File: config.mk
export PLATFORM = sky130hd
export DESIGN_NAME = br_resolve_unit
export DESIGN_NICKNAME = d
export VERILOG_FILES = /design/src/rtl/br_resolve_unit.sv
export SDC_FILE = /design/constraint.sdc
export NUM_CORES = 1
export LEC_CHECK = 0
export CORE_MARGIN = 1.5
export CORE_UTILIZATION = 50
export DETAILED_ROUTE_END_ITERATION = 6
export DONT_BUFFER_PORTS = 1
export MAX_ROUTING_LAYER = met4
export PLACE_DENSITY_LB_ADDON = 0.2
export RECOVER_POWER = 25
export SETUP_SLACK_MARGIN = 0.2
export SLEW_MARGIN = 10
export SYNTH_ARGS = -nofsm -noshare
export SYNTH_HDL_FRONTEND = slang
export SYNTH_SLANG_ARGS = --single-unit
File: constraint.sdc
create_clock -name clk -period 15.7 [get_ports clk]
set_input_delay 1.57 -clock clk [delete_from_list [all_inputs] [get_ports clk]]
set_output_delay 1.57 -clock clk [all_outputs]
set_load 0.01 [all_outputs]
File: src/rtl/br_resolve_unit.sv
// br_resolve_unit
// Execute-stage branch resolution: evaluates each control transfer against the
// fetch-time prediction, registers the verdict for fetch and the BPU, runs a
// short flush sequence after a misprediction and keeps saturating statistics.

module br_resolve_unit #(
    parameter int DATA_WIDTH   = 32,
    parameter int FLUSH_CYCLES = 2
) (
    input  logic                  clk,
    input  logic                  arst,
    input  logic                  stall,
    input  logic                  ex_valid,
    input  logic                  ex_is_cond,
    input  logic                  ex_is_jal,
    input  logic                  ex_is_jalr,
    input  logic [2:0]            ex_funct3,
    input  logic [DATA_WIDTH-1:0] ex_pc,
    input  logic [DATA_WIDTH-1:0] ex_rs1,
    input  logic [DATA_WIDTH-1:0] ex_rs2,
    input  logic [DATA_WIDTH-1:0] ex_imm,
    input  logic                  ex_predict_taken,
    input  logic [DATA_WIDTH-1:0] ex_predict_pc,
    output logic                  br_taken,
    output logic [DATA_WIDTH-1:0] br_target,
    output logic [DATA_WIDTH-1:0] redirect_pc,
    output logic                  misprediction,
    output logic                  flush,
    output logic                  bpu_upd_valid,
    output logic [DATA_WIDTH-1:0] bpu_upd_pc,
    output logic [31:0]           branch_cnt,
    output logic [31:0]           mispredict_cnt
);

    typedef enum logic {
        IDLE  = 1'b0,
        FLUSH = 1'b1
    } state_t;

    // The flush counter counts down to zero, so it starts one below the
    // number of flush cycles; the first FLUSH cycle already counts.
    localparam logic [2:0] FLUSH_LOAD = 3'(FLUSH_CYCLES - 1);

    // JALR targets drop bit 0.
    localparam logic [DATA_WIDTH-1:0] LSB_CLEAR = {{(DATA_WIDTH-1){1'b1}}, 1'b0};
    localparam logic [DATA_WIDTH-1:0] SEQ_STEP  = DATA_WIDTH'(4);

    state_t                state;
    state_t                state_next;
    logic [2:0]            flush_count;
    logic [2:0]            flush_count_next;

    logic                  is_ctrl;
    logic                  resolve;
    logic                  cond_taken;
    logic                  actual_taken;
    logic [DATA_WIDTH-1:0] pc_rel_target;
    logic [DATA_WIDTH-1:0] jalr_target;
    logic [DATA_WIDTH-1:0] actual_target;
    logic [DATA_WIDTH-1:0] seq_pc;
    logic                  dir_wrong;
    logic                  tgt_wrong;
    logic                  mispredict_now;

    logic [31:0]           br_count;
    logic [31:0]           mis_count;

    assign is_ctrl = ex_is_cond | ex_is_jal | ex_is_jalr;

    // Instructions arriving during a flush are on the wrong path, so only
    // an idle, unstalled unit accepts a resolve.
    assign resolve = ex_valid & is_ctrl & ~stall & (state == IDLE);

    // Condition evaluation for conditional branches; unused encodings fall through as not taken.
    always_comb begin
        cond_taken = 1'b0;
        case (ex_funct3)
            3'b000:  cond_taken = (ex_rs1 == ex_rs2);
            3'b001:  cond_taken = (ex_rs1 != ex_rs2);
            3'b100:  cond_taken = ($signed(ex_rs1) <  $signed(ex_rs2));
            3'b101:  cond_taken = ($signed(ex_rs1) >= $signed(ex_rs2));
            3'b110:  cond_taken = (ex_rs1 <  ex_rs2);
            3'b111:  cond_taken = (ex_rs1 >= ex_rs2);
            default: cond_taken = 1'b0;
        endcase
    end

    assign pc_rel_target = ex_pc + ex_imm;
    assign jalr_target   = (ex_rs1 + ex_imm) & LSB_CLEAR;
    assign seq_pc        = ex_pc + SEQ_STEP;

    // Actual direction and target; JALR takes priority over the PC-relative forms.
    always_comb begin
        actual_taken  = cond_taken;
        actual_target = pc_rel_target;
        if (ex_is_jalr) begin
            actual_taken  = 1'b1;
            actual_target = jalr_target;
        end else if (ex_is_jal) begin
            actual_taken  = 1'b1;
            actual_target = pc_rel_target;
        end
    end

    // A correct direction is not enough when taken: the predicted target must match too.
    assign dir_wrong      = (actual_taken != ex_predict_taken);
    assign tgt_wrong      = actual_taken & ex_predict_taken & (ex_predict_pc != actual_target);
    assign mispredict_now = dir_wrong | tgt_wrong;

    // Next-state logic for the flush sequencer.
    always_comb begin
        state_next       = state;
        flush_count_next = flush_count;
        case (state)
            IDLE: begin
                if (resolve && mispredict_now) begin
                    state_next       = FLUSH;
                    flush_count_next = FLUSH_LOAD;
                end
            end
            FLUSH: begin
                if (!stall) begin
                    if (flush_count == 3'd0) begin
                        state_next = IDLE;
                    end else begin
                        flush_count_next = flush_count - 3'd1;
                    end
                end
            end
            default: begin
                state_next       = IDLE;
                flush_count_next = 3'd0;
            end
        endcase
    end

    // Flush sequencer state register.
    always_ff @(posedge clk or posedge arst) begin
        if (arst) begin
            state       <= IDLE;
            flush_count <= 3'd0;
        end else begin
            state       <= state_next;
            flush_count <= flush_count_next;
        end
    end

    // Single-cycle strobes are rewritten only on unstalled cycles so a stall holds them.
    always_ff @(posedge clk or posedge arst) begin
        if (arst) begin
            misprediction <= 1'b0;
            bpu_upd_valid <= 1'b0;
        end else if (!stall) begin
            misprediction <= resolve & mispredict_now;
            bpu_upd_valid <= resolve & ~ex_is_jalr;
        end
    end

    // Resolution results hold their value until the next resolve.
    always_ff @(posedge clk or posedge arst) begin
        if (arst) begin
            br_taken    <= 1'b0;
            br_target   <= '0;
            redirect_pc <= '0;
            bpu_upd_pc  <= '0;
        end else if (resolve) begin
            br_taken    <= actual_taken;
            br_target   <= actual_target;
            redirect_pc <= actual_taken ? actual_target : seq_pc;
            bpu_upd_pc  <= ex_pc;
        end
    end

    // Saturating statistics counters.
    always_ff @(posedge clk or posedge arst) begin
        if (arst) begin
            br_count  <= 32'd0;
            mis_count <= 32'd0;
        end else if (resolve) begin
            if (br_count != 32'hFFFF_FFFF) begin
                br_count <= br_count + 32'd1;
            end
            if (mispredict_now && (mis_count != 32'hFFFF_FFFF)) begin
                mis_count <= mis_count + 32'd1;
            end
        end
    end

    assign branch_cnt     = br_count;
    assign mispredict_cnt = mis_count;

    // The misprediction pulse coincides with the first FLUSH cycle, so the
    // squash covers exactly the cycles spent in FLUSH.
    assign flush = (state == FLUSH) | misprediction;

endmodule

Word level (Yosys, flattened, before mapping). Index checks and enable logic that the tools add are counted.

Input port bits: 171. Register bits: 167.

Multiplexer cells: 13. Add/sub/neg operators: 6. Order comparisons: 4. Reduce and logical (&&, ||, !) cells: 7. Bitwise gates (word level): 14. Eq/ne operators: 14.

Operators with widths (count): $add A32 B1 Y32 const B (2); $add A32 B32 Y32 (2); $ge A32 B32 Y1 (2); $lt A32 B32 Y1 (2); $mux W32 (2); $ne A32 B32 Y1 (2); $ne A32 B32 Y1 const B (2); $add A32 B3 Y32 const B (1); $eq A32 B32 Y1 (1); $eq A3 B3 Y1 const B (4); $mux W3 (3); $and A1 B1 Y1 (7); $logic_not A3 Y1 (2); $pmux W1 S6 (1); $pmux W3 S2 (1); $mux W1 (5); $ne A2 B2 Y1 const B (2); $or A1 B1 Y1 (4); $reduce_and A2 Y1 (2); $eq A3 B1 Y1 const B (1); $not A1 Y1 (3); $reduce_and A3 Y1 (1); $sub A3 B1 Y3 const B (1); $logic_and A1 B1 Y1 (2); 3 further kinds (3).

Depth between registers and ports, before layout.
Depth after elaboration: 10. Gate-level depth with buffers: 25. Gate-level depth less buffers: 24.

Worst setup path before layout. No wires, ideal clock.

Path type: input to register. From: input port ex_rs2[9]. To: register mis_count[1], in the netlist mispredict_cnt[1]. Arrival: 6040 ps. Path slack: 9533 ps. Path buffers: 0. Required time: 15572 ps. Setup time: 128 ps. Stages on the path: 24. Cells stage by stage: inv_1 -> ha_1 -> a21o_1 -> a21o_1 -> a21o_1 -> a21o_1 -> a221oi_1 -> o21ai_0 -> nor3_1 -> mux2i_1 -> a221oi_1 -> nor3_2 -> inv_1 -> ha_1 -> nor3_1 -> o211ai_1 -> a211oi_1 -> nand4_1 -> nor4_1 -> nand4_1 -> nor4_1 -> nand4b_1 -> nand2_1 -> mux2_1.

Word-level cells in the longest chain between the ends: 9. Elaborated cells on any way between the ends: 15. Classes of those cells: order compare: 4; eq/ne: 3; mux: 3; bitwise: 3; reduce/logical: 2.

RTL lines: start, declared (line 20) `input logic [DATA_WIDTH-1:0] ex_rs2,`; $ge A32 B32 Y1, or another cell as far along (line 83) `3'b111: cond_taken = (ex_rs1 >= ex_rs2);`; $pmux W1 S6 (*) (line 77) `case (ex_funct3)`; $mux W1 (*) (line 99) `end else if (ex_is_jal) begin`; $mux W1 (*) (line 96) `if (ex_is_jalr) begin`; named net actual_taken (line 56) `logic actual_taken;`; $and A1 B1 Y1 (2 in a row) (line 107) `assign tgt_wrong = actual_taken & ex_predict_taken & (ex_predict_pc != actual_target);`; $or A1 B1 Y1 (*) (line 108) `assign mispredict_now = dir_wrong | tgt_wrong;`; $logic_and A1 B1 Y1 (*) (line 183) `if (mispredict_now && (mis_count != 32'hFFFF_FFFF)) begin`; $reduce_and A2 Y1 (no source line) (*); end signal, assigned (line 184) `mis_count <= mis_count + 32'd1;`; end, declared (line 66) `logic [31:0] mis_count;`.

Mark *: on every way through the listed nets, which the timed path passes. The rest lies on a longest branch. A chain may end at the register's enable or synchronous reset.

Worst setup path after layout.
From: input port ex_rs2[31]. To: register mis_count[1], in the netlist mispredict_cnt[1].

The elaborated chain is that of the path after synthesis.

==> results.json <==
{
  "synth_top_area_share_pct": 30.9,
  "multi_input_area_um2": 8840,
  "synth_edf_count": 0,
  "synth_ff_type": "dfrtp_1",
  "final_cell_mix": "nand2_1, dfrtp_1, xnor2_1",
  "core_area_um2": 26800,
  "worst_pin_slew_ps": 4270,
  "antennaDiodeCount": 0,
  "clk_latency_ps": 440,
  "wire_per_inst_um": 22.8,
  "async_flop_share_pct": 100,
  "place_hpwl_um": 36100,
  "drc": 0,
  "status": "finished, violations left",
  "nFillCells": 2532,
  "clock-sinks": 167,
  "cts_tree": "built",
  "gp_congestion": 0.970,
  "grt_pass1_vias": 11600,
  "synth.ff_latch_count": 167,
  "finalHoldViolCount": 0,
  "cts_buffers": 17,
  "grt.overflow.total": 0,
  "clock_skew_ps": 13.4,
  "period_minus_slack_ps": 7290,
  "routed-via-count": 12300,
  "ios": 335,
  "grt_util_all_layers_pct": 32.6,
  "dp_cells": 1939,
  "syn_to_final_growth_pct": 5.92,
  "drt.antenna.violating_nets": 0,
  "yosysSeqAreaShare_pct": 30.9,
  "period_share_pct": 46.4,
  "synth.distinct_cells": 75,
  "die_area_um2": 28100,
  "antenna_found_initial": 0,
  "finalPower_mw": 1.68,
  "hold_end": "bpu_upd_pc[30]$_DFFE_PP0P_",
  "syn_area_per_cell_um2": 8.12,
  "synth_area_um2": 13500,
  "die_y_um": 168,
  "placed_area_um2": 13800,
  "layout.cells.non_filler": 1971,
  "whs_path_depth": 2,
  "rrSetupSlack_ps": 11670,
  "firstDrtPassIters": 5,
  "synthesis.instances": 1667,
  "h-tree-depth": 4,
  "crit_type": "in2reg",
  "synth_top_area_cell": "dfrtp_1",
  "reg2regPathDepth": 6,
  "cp_data_arrival_time_ps": 7600,
  "cts-resized-gates": 0,
  "min_path_type": "reg2reg",
  "clockBufferDepth": 2,
  "setup_violations": 0,
  "wl_um": 45000,
  "synthTopCellsByArea": "dfrtp_1, ha_1, nand2_1, xnor2_1, a21oi_1",
  "drt_iter0_markers": 937,
  "num_rows": 60,
  "cts_hold_buf": 0,
  "die_width_um": 168,
  "rsz0062_at_grt": "no",
  "drive_gt1_share_pct": 3.74,
  "violations": "capacitance limit, slew limit",
  "drv_cap": 2,
  "viasPerCell": 6.23,
  "syn_nets": 1939,
  "worst_slew_margin_rel_pct": -186,
  "ctsRootBufferMaster": "clkbuf_16",
  "fin_nets": 1889,
  "leakagePower_nw": 6.42,
  "hold_start": "bpu_upd_pc[30]$_DFFE_PP0P_",
  "start_kind": "primary input",
  "initial_core_util_pct": 50.5,
  "slew_violations": 164,
  "grt_pass1_wl_um": 68300,
  "final_common_cell": "nand2_1",
  "final_area_um2": 14300,
  "vdd_drop_max_v": 0.0000930,
  "post-cts-setup-buffers": 0,
  "fin_setup_tns_ps": 0,
  "yosys_warnings": 0,
  "critPathMaxFanout": 55,
  "grt_max_degree": 99,
  "r2r_end": "redirect_pc[17]$_DFFE_PP0P_",
  "crit_path_end_kind": "flop",
  "clkTransAtPathRegs_ps": 60,
  "powerDensity_nw_per_um2": 117,
  "cp_data_required_time_ps": 16010,
  "buffer_ports.inserted": 0,
  "reg2reg_from": "state$_DFF_PP0_",
  "fmaxAchievable_ghz": 0.137,
  "seqCellArea_um2": 4180
}
==> flip-flops by register name, summed over array words and instances (netlist names) <==
register	flops
bpu_upd_pc	32
bpu_upd_valid	1
br_taken	1
br_target	32
branch_cnt	32
flush_count	3
mispredict_cnt	32
misprediction	1
redirect_pc	32
state	1
==> metrics by stage <==
step / setup WS, ps / hold slack [ps] / util [%]
floorplan: 9530 / 501 / -
global placement: 8310 / 527 / 51.3
detailed placement: 7990 / 533 / 51.3
CTS: 8430 / 550 / 53.6
global route: 7870 / 562 / 53.5
finish: 8410 / 545 / 53.5
==> worst max-delay path: stages <==
cell,delay (ps)
inv_1,30
ha_1,320
nand4_1,140
nor2_1,160
nand3_1,140
nor4_1,530
nand3_1,160
nor4_1,430
nand2b_1,170
mux2i_1,70
a221oi_1,770
nor3_4,20
buf_4,320
inv_1,170
ha_1,280
nor3_1,210
o211ai_1,110
a211oi_1,220
nand4_1,120
nor4_1,300
nand4_1,120
nor4_1,330
nand4b_1,140
buf_4,270
nand2_1,140
mux2_1,340
==> cell usage after synthesis (all sizes together), types with 4 or more instances <==
master,n
mux2i,23
nand2b,16
buf,16
o221ai,6
nor3,36
a31oi,4
nor3b,10
o22ai,5
xor2,46
and2,15
nor4,9
mux2,13
a21boi,6
o21bai,9
ha,99
nand3,86
o21a,15
a221oi,4
xnor2,121
o31ai,15
nor2,92
o21ai,92
and3,35
inv,62
o311ai,14
nor2b,8
and4,6
dfrtp,167
nand4,52
o211ai,22
nand2,297
a21o,32
clkbuf,60
a21oi,99
a211oi,11
or3,13
==> layout make-up <==
cell class,count,area share (%)
Timing Repair Buffer,7,0.340
Tap cell,341,2.97
Clock buffer,20,3.11
Multi-Input combinational cell,1362,61.7
Inverter,62,1.63
Sequential cell,167,29.1
Clock inverter,12,1.15
==> how the worst max path moves through the flow <==
stage                           from                            end  slack [ps]
after floorplan            ex_rs2[9]  mispredict_cnt[1]$_DFFE_PP0P_        9530
after global placement    ex_rs2[31]  mispredict_cnt[1]$_DFFE_PP0P_        8310
after detailed placement  ex_rs2[31]  mispredict_cnt[1]$_DFFE_PP0P_        7990
after CTS                 ex_rs2[31]  mispredict_cnt[1]$_DFFE_PP0P_        8430
after global routing      ex_rs2[31]  mispredict_cnt[1]$_DFFE_PP0P_        7870
final                     ex_rs2[31]  mispredict_cnt[1]$_DFFE_PP0P_        8410
==> power breakdown <==
group	internal (mW)	switching [mW]	total [mW]
clock network	0.257	0.177	0.434
registers	0.566	0.202	0.768
logic	0.190	0.289	0.479
total	1.01	0.668	1.68
==> metal layers <==
layer  vias to the layer above  GRT usage (%)  wire (µm)
li1                       5840              -          -
met1                      5843           41.4      19100
met2                       551           51.0      20600
met3                        45           9.57       4530
met4                         0           7.83        772
met5                         -              -          0
==> cell families (layout without fill, tap and decap cells) <==
kind of cell	count (synthesis)	count (layout)	synth area share, %
simple gates	690	690	24.1
compound gates	365	365	17.6
xor+xnor	170	170	11.3
flops	167	167	30.9
buf+inv	138	101	3.89
fa+ha+maj	101	101	9.44
mux	36	36	2.78
Note: power is estimated with default switching activity, not from simulation.
